--- config.mk ---
export PLATFORM = sky130hd
export DESIGN_NAME = modn_period_ctrl
export DESIGN_NICKNAME = d
export VERILOG_FILES = /design/src/rtl/modn_period_ctrl.sv
export SDC_FILE = /design/constraint.sdc
export NUM_CORES = 1
export LEC_CHECK = 0
export ABC_AREA = 1
export BUFFER_PORTS_ARGS = -buffer_cell sky130_fd_sc_hd__buf_2
export CAP_MARGIN = 15
export CORE_AREA = 2 2 72 67
export DETAILED_ROUTE_END_ITERATION = 12
export DIE_AREA = 0 0 74 69
export GPL_ROUTABILITY_DRIVEN = 0
export PLACE_DENSITY_LB_ADDON = 0.08
export SYNTH_ARGS = -nofsm -noshare
export SYNTH_HDL_FRONTEND = slang
export SYNTH_SLANG_ARGS = --single-unit
--- constraint.sdc ---
create_clock -name clk -period 4.9 [get_ports clk]
set_input_delay 0.735 -clock clk [delete_from_list [all_inputs] [get_ports clk]]
set_output_delay 0.735 -clock clk [all_outputs]
set_load 0.02 [all_outputs]
--- src/rtl/modn_period_ctrl.sv ---
// Run controller for a programmable mod-N counter. Keeps a validated modulus in
// a shadow register and commits it to the live counter only at run start or at
// a wrap boundary, so a period is never cut short or stretched mid-count.
module modn_period_ctrl #(
    parameter int unsigned W           = 6,
    parameter int unsigned PW          = 8,
    parameter int unsigned DEFAULT_MOD = 10
) (
    input  logic          clk,
    input  logic          reset,
    input  logic [W-1:0]  cfg_modN,
    input  logic [PW-1:0] cfg_periods,
    input  logic          cfg_wr,
    input  logic          start,
    input  logic          stop,
    output logic          busy,
    output logic [W-1:0]  count,
    output logic [W-1:0]  active_mod,
    output logic [PW-1:0] period_cnt,
    output logic          tc,
    output logic          done,
    output logic          cfg_err
);

    typedef enum logic [1:0] {StIdle, StRun, StDone} state_e;

    localparam logic [W-1:0] ModReset = W'(DEFAULT_MOD);
    localparam logic [W-1:0] MinMod   = W'(2);

    state_e        state_q;
    logic [W-1:0]  shadow_q;
    logic          pending_q;
    logic [PW-1:0] periods_lat_q;

    logic          cfg_ok;
    logic [W-1:0]  next_mod;
    logic [PW-1:0] period_inc;
    logic          last_period;

    // A write in the commit cycle itself takes effect without waiting a cycle
    // for the shadow register to catch up.
    always_comb begin
        cfg_ok      = cfg_wr && (cfg_modN >= MinMod);
        next_mod    = cfg_ok ? cfg_modN : shadow_q;
        period_inc  = period_cnt + 1'b1;
        last_period = (periods_lat_q != '0) && (period_inc == periods_lat_q);
        tc          = (state_q == StRun) && (count == active_mod - 1'b1);
    end

    // Run FSM with registered outputs; stop outranks everything in RUN.
    always_ff @(posedge clk or negedge reset) begin
        if (!reset) begin
            state_q       <= StIdle;
            shadow_q      <= ModReset;
            pending_q     <= 1'b0;
            periods_lat_q <= '0;
            busy          <= 1'b0;
            count         <= '0;
            active_mod    <= ModReset;
            period_cnt    <= '0;
            done          <= 1'b0;
            cfg_err       <= 1'b0;
        end else begin
            done    <= 1'b0;
            cfg_err <= cfg_wr && !cfg_ok;
            if (cfg_ok) begin
                shadow_q <= cfg_modN;
            end

            case (state_q)
                StIdle: begin
                    count <= '0;
                    if (start && !stop) begin
                        state_q       <= StRun;
                        busy          <= 1'b1;
                        active_mod    <= next_mod;
                        periods_lat_q <= cfg_periods;
                        period_cnt    <= '0;
                        pending_q     <= 1'b0;
                    end
                end
                StRun: begin
                    if (stop) begin
                        state_q   <= StIdle;
                        busy      <= 1'b0;
                        count     <= '0;
                        pending_q <= 1'b0;
                    end else if (tc) begin
                        count      <= '0;
                        period_cnt <= period_inc;
                        if (pending_q || cfg_ok) begin
                            active_mod <= next_mod;
                            pending_q  <= 1'b0;
                        end
                        if (last_period) begin
                            state_q <= StDone;
                            busy    <= 1'b0;
                            done    <= 1'b1;
                        end
                    end else begin
                        count <= count + 1'b1;
                        if (cfg_ok) begin
                            pending_q <= 1'b1;
                        end
                    end
                end
                StDone: begin
                    state_q <= StIdle;
                    count   <= '0;
                end
                default: begin
                    state_q <= StIdle;
                    busy    <= 1'b0;
                    count   <= '0;
                end
            endcase
        end
    end

endmodule
Word level (Yosys, flattened, before mapping)
Index checks and enable logic that the tools add are counted.
{ "op_classes": {"order_cmp": 1, "reduce_logical": 17, "bitwise_logic": 1, "addsub": 3, "n_eq_ne": 12, "n_mux": 33} }
{ "ops": {"columns": ["cell", "n"], "rows": [
  ["2-to-1 mux 6 bit", 8],
  ["2-to-1 mux 8 bit", 3],
  ["one-hot mux 8 bit (2 select lines)", 1],
  ["2-to-1 mux 1 bit", 13],
  ["one-hot mux 6 bit (2 select lines)", 1],
  ["AND reduction 4 bit", 3],
  ["adder 8 x 1 -> 8 bit (second input constant)", 1],
  ["== test 8 bit", 1],
  ["2-to-1 mux 2 bit", 4],
  ["nonzero test 8 bit", 1],
  ["adder 6 x 1 -> 6 bit (second input constant)", 1],
  ["== test 6 bit", 1],
  [">= comparator 6 x 2 -> 1 bit (second input constant)", 1],
  ["!= test 2 bit (second input constant)", 3],
  ["!= test 3 bit (second input constant)", 2],
  ["subtractor 6 x 1 -> 6 bit (second input constant)", 1],
  ["logical AND 1 bit", 5],
  ["AND reduction 5 bit", 1],
  ["!= test 4 x 3 -> 1 bit (second input constant)", 1],
  ["!= test 4 bit (second input constant)", 1],
  ["one-hot mux 2 bit (2 select lines)", 1],
  ["one-hot mux 1 bit (3 select lines)", 1],
  ["AND reduction 3 bit", 1],
  ["== test 2 x 1 -> 1 bit (second input constant)", 1],
  ["9 further kinds", 10]
]} }
{ "word_totals": {"output_inout_bits": 24, "word_cells": 77, "regBits": 40} }

Depth between registers and ports, before layout
Gate-level depths: netlist of the first run.
{ "logic_depth": {"ltp_word": 7, "mapped_depth": 14} }

Worst setup path before layout of the first run
Ideal clock, no wire load.
{ "synth_path": {"path_type": "register -> output", "start": "register active_mod[1]", "end": "output tc", "path_buffers": 0, "slack_ps": 2531, "path_stages_with_launch": 9, "arrival_ps": 1634, "cell_sequence": "dfstp_2 inv_1 ha_1 xnor2_1 nor2_1 o21ai_1 a21oi_2 nand3_1 inv_1"} }
{ "synth_via": {"elab_chain_cells": 3} }
{ "synth_lines": {"columns": ["element", "line", "text"], "rows": [
  ["start: declaration", "18", "output logic [W-1:0] active_mod,"],
  ["start signal: assignment", "59", "active_mod <= ModReset;"],
  ["start signal: assignment", "76", "active_mod <= next_mod;"],
  ["start signal: assignment", "92", "active_mod <= next_mod;"],
  ["subtractor 6 x 1 -> 6 bit", "47", "tc = (state_q == StRun) && (count == active_mod - 1'b1);"],
  ["== test 6 bit", "47", null],
  ["logical AND 1 bit", "47", null],
  ["end: declaration", "20", "output logic tc,"]
]} }
No other way between the ends.

Worst setup path after layout of the first run
Ends and elaborated chain as after synthesis.

==> results of run 1 <==
per-stage QoR:
step / hold WS, ps / utilization [%] / setup slack [ps]
global route: 504 / 56.8 / 1950
CTS: 484 / 56.8 / 2150
floorplan: 439 / - / 2530
global placement: 454 / 54.2 / 2510
detailed placement: 465 / 54.2 / 2480
finish: 483 / 56.8 / 2180
Yosys cell counts:
master	n
a21boi_0	1
a21oi_1	11
a21oi_2	1
and2_1	1
buf_1	1
buf_6	1
clkbuf_1	1
dfrtp_1	36
dfstp_2	4
ha_1	3
inv_1	32
nand2_1	78
nand2_2	2
nand2_4	1
nand3_1	25
nand4_1	1
nand4_4	1
nor2_1	36
nor2_4	1
nor3_1	4
nor3_2	1
nor3b_1	2
nor4_1	1
o21ai_0	9
o21ai_1	1
o22ai_1	1
xnor2_1	6
xor2_1	6
state kept, by name, summed over array words and instances, names as in the netlist:
register	cells
state_q	2
count	6
cfg_err	1
periods_lat_q	8
active_mod	6
shadow_q	6
done	1
pending_q	1
busy	1
period_cnt	8
metal layers:
metal / GRT usage, % / routed length [µm]
met2: 29.6 / 1970
met5: 0 / 0
met3: 4.53 / 167
met1: 24.0 / 2050
met4: 4.85 / 42
worst max-delay path, stage by stage (launching register included):
cell and delay [ps]:
dfstp_2 570, inv_1 50, ha_1 270, xnor2_1 130, nor2_1 90, o21ai_1 70, a21oi_2 190, nand3_1 110
inv_1 60, buf_2 150
final cells by class:
| class | instances | area share (%) |
|---|---|---|
| multi-input combinational | 193 | 38.2 |
| sequential | 40 | 40.7 |
| clock inverter | 3 | 1.72 |
| tap | 62 | 3.14 |
| inverter | 32 | 4.87 |
| clock buffer | 5 | 2.79 |
| timing repair buffer | 42 | 8.51 |
power by group through the flow:
stage / clock (mW) / sequential [mW] / combinational (mW)
3_3_place_gp: 0 / 0.500 / 0.476
2_1_floorplan: 0 / 0.538 / 0.321
6_report: 0.274 / 0.495 / 0.475
3_5_place_dp: 0 / 0.502 / 0.477
4_1_cts: 0.278 / 0.496 / 0.480
5_1_grt: 0.293 / 0.510 / 0.546
placed cells by master, fill, tap and decap left out, drive strengths merged, types with 2 or more instances in the layout:
cell,instances
dfrtp,36
a21oi,12
nor3b,2
nand3,25
inv,32
nand2,81
nor3,5
ha,3
nor2,37
clkbuf,5
xor2,6
buf,42
nand4,2
o21ai,10
dfstp,4
xnor2,6
cells by family after synthesis:
kind of cell | count (synthesis) | share of synthesized area, %
flip-flops | 40 | 48.2
AO/OA/AOI/OAI | 24 | 6.11
adder cells (fa/ha/maj) | 3 | 1.80
XOR/XNOR | 12 | 5.03
buffers and inverters | 35 | 6.65
AND/OR/NAND/NOR | 154 | 32.2
final timing paths:
kind | startpoint | endpoint | slack [ps] | depth (start not counted)
max in group asynchronous | reset | shadow_q[0]$_DFF_PN0_ | 3790 | 1
setup reg to reg | active_mod[1]$_DFFE_PN1P_ | busy$_DFFE_PN0P_ | 2780 | 11
setup / recovery | active_mod[1]$_DFFE_PN1P_ | tc | 2180 | 9
hold reg to reg | busy$_DFFE_PN0P_ | busy$_DFFE_PN0P_ | 480 | 2
hold / removal | busy$_DFFE_PN0P_ | busy$_DFFE_PN0P_ | 480 | 2
min in group asynchronous | reset | periods_lat_q[7]$_DFFE_PN0P_ | 560 | 1
==> summary.txt, run 1 <==
Outcome
  – Outcome: finished, final reports clean

STA
  – Endpoints failing setup: 0
  – Max Slew Vio Count: 0
  – Fin crit period: 2720 ps
  – Worst Clk Skew: 7.29 ps
  – Slew margin rel.: 40.9%
  – Final Cycle Share: 55.6%
  – Final setup TNS: 0 ps
  – Least-Margin Pin Slew: 886 ps
  – RSZ-0062 raised after global routing: no
  – Hold Vio Cnt, Final: 0
  – Highest Clock Rate: 367 MHz

Power
  – VDD IR max: 0.215 mV
  – Pwr Total: 1.24 mW
  – Power Density: 504 nW/µm²
  – Lkg Pwr: 1.33 nW
  – Net Sw Frac: 40.0%
  – Clk pwr share: 22.0%
  – Share of power burned in registers: 39.8%
  – P_sw: 498 µW
  – P_int: 746 µW
  – Combinational share of power: 38.2%

Die
  – Row Count: 23
  – Die span in y: 69 µm
  – Die ar.: 5110 µm²
  – Top-Level Pins: 43
  – Starting Density: 48.1%
  – Die W: 74 µm
  – Core ar.: 4350 µm²

Critical path
  – Critical path class: reg -> out
  – CP Max Fanout: 4
  – Req. time, crit path: 4160 ps
  – CP arrival: 1990 ps
  – Crit path launch type: register
  – Critical path endpoint category: primary output

Final layout
  – Final net count: 336
  – Filler cell count: 405
  – Final Cell Area: 2470 µm²
  – Multi-input gate area: 943 µm²
  – Sequential cell area: 1010 µm²
  – Final non-filler cell total: 377
  – Diodes inserted: 0
  – Synth-to-Final Area Change: 18.2%
  – Layout cells sized above 1: 19.4%

Synthesis
  – Synth Cell Area: 2090 µm²
  – Area leader, netlist: dfrtp_1
  – Number of synthesized register bits: 40
  – Synth area leaders: dfrtp_1, nand2_1, nor2_1, nand3_1, inv_1
  – Synth cell types: 28
  – Avg Inst Size Synth: 7.79 µm²
  – Sequential-to-total area share from yosys stat: 48.2%
  – Net count after synthesis: 290
  – Cell count after synthesis: 268
  – Post-synth top area share: 43.1%
  – YS warnings: 0

Job
  – Maxcap violations: 0

Clocking
  – CTS Hold Bufs: 0
  – Clk slew on worst S/H paths: 90 ps
  – Clk sinks: 40
  – CTS tree: yes
  – CTS buffer count: 5
  – Resize count post-CTS: 0
  – Root Driver: clkbuf_8
  – Clock Path Buffers: 2
  – H-Tree Depth: 2
  – Worst skew pair latency: 290 ps
  – Post-CTS Setup Bufs: 0

Drt
  – DR vias/cell: 4.67
  – Drt first pass iters: 4
  – DRC viols: 0
  – WL per Instance: 11.2 µm
  – Iteration-0 DRC count of the detailed router: 59
  – Via Count: 1761
  – Final WL: 4240 µm
  – Post-DRT Antenna Nets: 0

Global routing
  – GRT Util Overall: 18.2%
  – Antenna violations before repair: 0
  – Vias in the first global route: 1692
  – Total gr overflow: 0
  – First-pass GRT wire length: 7330 µm
  – Pin count of the biggest net entering global routing: 41

Placement
  – Port bufs: 42
  – Dpl hpwl: 3080 µm
  – DP Area: 2360 µm²
  – Placed cell count: 369

Min path
  – Min-Delay Path Class: reg -> reg
Note: power is estimated with default switching activity, not from simulation.
==> run 2: changes to the inputs <==
Settings changed: ABC_AREA 1 to 0.
Clock period 4.9 ns to 2.5 ns, I/O delays scaled along.
==> run 2 against run 1 <==
The flow now finishes with violations (setup timing). Non-clock buffer count increased by 13. Clock power increased by 62%. Combinational power increased by 21%. Critical path depth unchanged. Area after synthesis decreased by 1.8%. Sequential share of layout area decreased by 1.5 points. Sequential cell count unchanged. Critical path type is now reg -> reg. Critical endpoint is now period_cnt[7]$_DFFE_PN0P_.
==> summary.txt, run 2 <==
Synthesis
  – YS warnings: 0 (unchanged)
  – Synth async-reset ratio: 100% (unchanged)
  – Synth Flop Type: dfrtp_1
  – Post-synth EDFFs: 0 (unchanged)
  – Net count after synthesis: 227 (-22%)
  – Top-count cell post-synth: nand2_1
  – Synth area leaders: dfrtp_1, nand2_1, xnor2_1, dfstp_2, mux2_2
  – Xor/xnor share of the synthesized area: 9.82% (+4.8 points)
  – Synth cell types: 38 (+36%)
  – Area leader, netlist: dfrtp_1
  – Post-synthesis mux area share: 6.77% (+6.8 points)
  – Main combinational cell family by area after synthesis: simple AND/OR/NAND/NOR gates
  – Sequential-to-total area share from yosys stat: 49.1% (+0.88 points)
  – Synth Cell Area: 2050 µm² (-1.8%)
  – Number of synthesized register bits: 40 (unchanged)
  – Top cells by count, synth: nand2_1, dfrtp_1, nor2_1
  – Cell count after synthesis: 205 (-24%)
  – Synth Area in Simple Gates: 22.2% (-10 points)
  – Synthesized-area fraction occupied by adder cells: 1.83% (+0.033 points)
  – Post-synth top area share: 43.9% (+0.79 points)
  – Avg Inst Size Synth: 10.0 µm² (+28%)
  – Post-synthesis compound-gate area fraction: 8.24% (+2.1 points)

Power
  – Combinational share of power: 31.1% (-7.1 points)
  – Net Sw Frac: 32.6% (-7.5 points)
  – Clk pwr share: 24.2% (+2.2 points)
  – P_sw: 601 µW (+21%)
  – Lkg Pwr: 1.31 nW (-1.5%)
  – Pwr Total: 1.84 mW (+48%)
  – Power Density: 719 nW/µm² (+43%)
  – VDD IR max: 0.367 mV (+71%)
  – P_int: 1.24 mW (+67%)
  – Share of power burned in registers: 44.8% (+5.0 points)

Final layout
  – Synth-to-Final Area Change: 25.0%
  – Final non-filler cell total: 325 (-14%)
  – Layout cells sized above 1: 34.2% (+15 points)
  – Core Util, Final: 59.0% (+2.2 points)
  – Final net count: 284 (-15%)
  – Final Cell Area: 2560 µm² (+3.9%)
  – Filler cell count: 408 (+0.74%)
  – Commonest non-fill, non-tap cells in the layout: buf_2, nand2_1, dfrtp_1
  – Most common cell after layout, fill and taps aside: buf_2
  – Diodes inserted: 0 (unchanged)
  – Largest regs: period_cnt (8), periods_lat_q (8)

Die
  – Top-Level Pins: 43 (unchanged)
  – Die ar.: 5110 µm² (unchanged)
  – Row Count: 23 (unchanged)
  – Die W: 74 µm (unchanged)
  – Die span in y: 69 µm (unchanged)
  – Core ar.: 4350 µm² (unchanged)
  – Starting Density: 47.2% (-0.86 points)

Drt
  – WL per Instance: 13.4 µm (+20%)
  – Via Count: 1591 (-9.7%)
  – DRC viols: 0 (unchanged)
  – Iteration-0 DRC count of the detailed router: 70 (+19%)
  – Post-DRT Antenna Nets: 0 (unchanged)
  – Drt first pass iters: 4 (unchanged)
  – DR vias/cell: 4.90 (+4.8%)
  – Final WL: 4370 µm (+3.0%)

Critical path
  – Critical path endpoint category: register
  – Crit path launch: active_mod[1]$_DFFE_PN1P_
  – CP Max Fanout: 4 (unchanged)
  – WP depth: 9 (unchanged)
  – Req. time, crit path: 2680 ps (-1480 ps)
  – CP delay by family, top: simple AND/OR/NAND/NOR gates
  – Crit path launch type: register
  – Crit-path cells: inv_2 -> ha_4 -> nor2b_1 -> or3_1 -> a31o_4 -> buf_4 -> or3_4 -> mux2_2 -> a21o_1
  – Critical R2R Launch: active_mod[1]$_DFFE_PN1P_
  – R2R Setup Slk: -10 ps (-2790 ps)
  – Slowest library cell on the worst path: dfstp_2
  – Worst Reg2Reg Path Length in Cells: 9 (-2)
  – CP endpoint: period_cnt[7]$_DFFE_PN0P_
  – Critical path class: reg -> reg
  – CP Buf/Inv Count: 2 (-1)
  – CP arrival: 2700 ps (+710 ps)
  – Reg2reg end: period_cnt[7]$_DFFE_PN0P_
  – Max stage delay on crit path: 540 ps (-30 ps)

Placement
  – Placed cell count: 312 (-15%)
  – Dpl hpwl: 3180 µm (+3.4%)
  – Port bufs: 42 (unchanged)
  – DP Area: 2380 µm² (+1.0%)
  – Pre-CTS WS: 21.9 ps (-2460 ps)

Global routing
  – Total gr overflow: 0 (unchanged)
  – Grt met2 use: 24.3% (-5.3 points)
  – Global routing usage on met1: 29.2% (+5.2 points)
  – Antenna violations before repair: 0 (unchanged)
  – Routing usage on met3: 7.02% (+2.5 points)
  – First-pass GRT wire length: 7230 µm (-1.4%)
  – Vias in the first global route: 1436 (-15%)
  – GRT Util Overall: 18.7% (+0.48 points)
  – Pin count of the biggest net entering global routing: 41 (unchanged)
  – GRT busiest layer: met1

STA
  – Highest Clock Rate: 398 MHz
  – Least-Margin Pin Slew: 900 ps (+13.7 ps)
  – Hold Vio Cnt, Final: 0 (unchanged)
  – Worst Clk Skew: 4.79 ps (-2.51 ps)
  – Final Cycle Share: 101%
  – RSZ-0062 raised after global routing: yes
  – Final setup TNS: -13.5 ps (-13.5 ps)
  – Max Slew Vio Count: 0 (unchanged)
  – Hold WS: 208 ps (-275 ps)
  – Slew margin rel.: 40.0% (-0.91 points)
  – Fin crit period: 2510 ps
  – Endpoints failing setup: 1 (+1)
  – Worst setup margin: -13.5 ps (-2190 ps)

Clocking
  – Clk slew on worst S/H paths: 80 ps (about the same)
  – CTS Hold Bufs: 0 (unchanged)
  – Clk sinks: 40 (unchanged)
  – Worst skew pair latency: 290 ps (about the same)
  – Root Driver: clkbuf_8
  – CTS buffer count: 5 (unchanged)
  – Clock Path Buffers: 2 (unchanged)
  – H-Tree Depth: 2 (unchanged)
  – CTS tree: yes

Job
  – Maxcap violations: 0 (unchanged)

Outcome
  – Outcome: finished, violations left
  – Failing checks: setup timing

Min path
  – Min-Delay Path Class: in -> async
==> run 2: cell types whose count changed after synthesis, sizes merged, moves of 6 or more <==
cell,before,now
nand3,25,7
mux2i,0,6
a21oi,12,6
xnor2,6,14
mux2,0,7
nor2,37,16
inv,32,6
nand2,81,38
==> run 2: cell families after synthesis <==
kind of cell / count (synthesis)
AO/OA/AOI/OAI: 23
adder cells (fa/ha/maj): 3
XOR/XNOR: 23
flip-flops: 40
AND/OR/NAND/NOR: 92
buffers and inverters: 11
multiplexers: 13
==> run 2: layout make-up <==
cell class / instances / area [µm²] / share of cell area [%]
tap: 62 / 77.6 / 3.03
sequential: 40 / 1010 / 39.2
clock inverter: 2 / 10.0 / 0.390
clock buffer: 6 / 82.6 / 3.22
multi-input combinational: 154 / 1040 / 40.7
inverter: 6 / 22.5 / 0.878
timing repair buffer: 55 / 322 / 12.5
==> run 2: timing repair <==
item | 4_1_cts | 5_1_grt
setup buffers | 5 | 0
pin swaps | 6 | 5
resized for setup | 6 | 8
setup endpoints to repair | 1 | 9
==> run 2: worst min path at each step <==
stage | cells after the start | slack [ps] | end
2_1_floorplan | 0 | 80 | active_mod[0]$_DFFE_PN0P_
3_3_place_gp | 2 | 460 | shadow_q[4]$_DFF_PN0_
3_5_place_dp | 2 | 470 | shadow_q[5]$_DFF_PN0_
4_1_cts | 1 | 230 | period_cnt[5]$_DFFE_PN0P_
5_1_grt | 2 | 230 | cfg_err$_DFF_PN0_
6_report | 1 | 210 | count[3]$_DFF_PN0_
==> run 2: metal layers <==
metal / share of wire (%) / up-vias
met2: 43 / 28
met5: 0 / -
met3: 3.2 / 4
met4: 0.85 / 0
met1: 53 / 744
li1: - / 815
==> run 2: worst reg2reg max path, delay by kind of cell, from the launching register on <==
| kind | cells | cell delay [ps] |
|---|---|---|
| simple gates | 3 | 850 |
| flops | 1 | 540 |
| fa+ha+maj | 1 | 140 |
| compound gates | 2 | 410 |
| buf+inv | 2 | 180 |
| mux | 1 | 290 |
==> run 2: power by group through the flow <==
stage	Clock (mW)	Sequential [mW]	Combinational (mW)
after floorplan	0	0.876	0.294
after CTS	0.457	0.825	0.571
final	0.445	0.825	0.573
after global routing	0.500	0.839	0.637
after global placement	0	0.838	0.492
after detailed placement	0	0.841	0.498
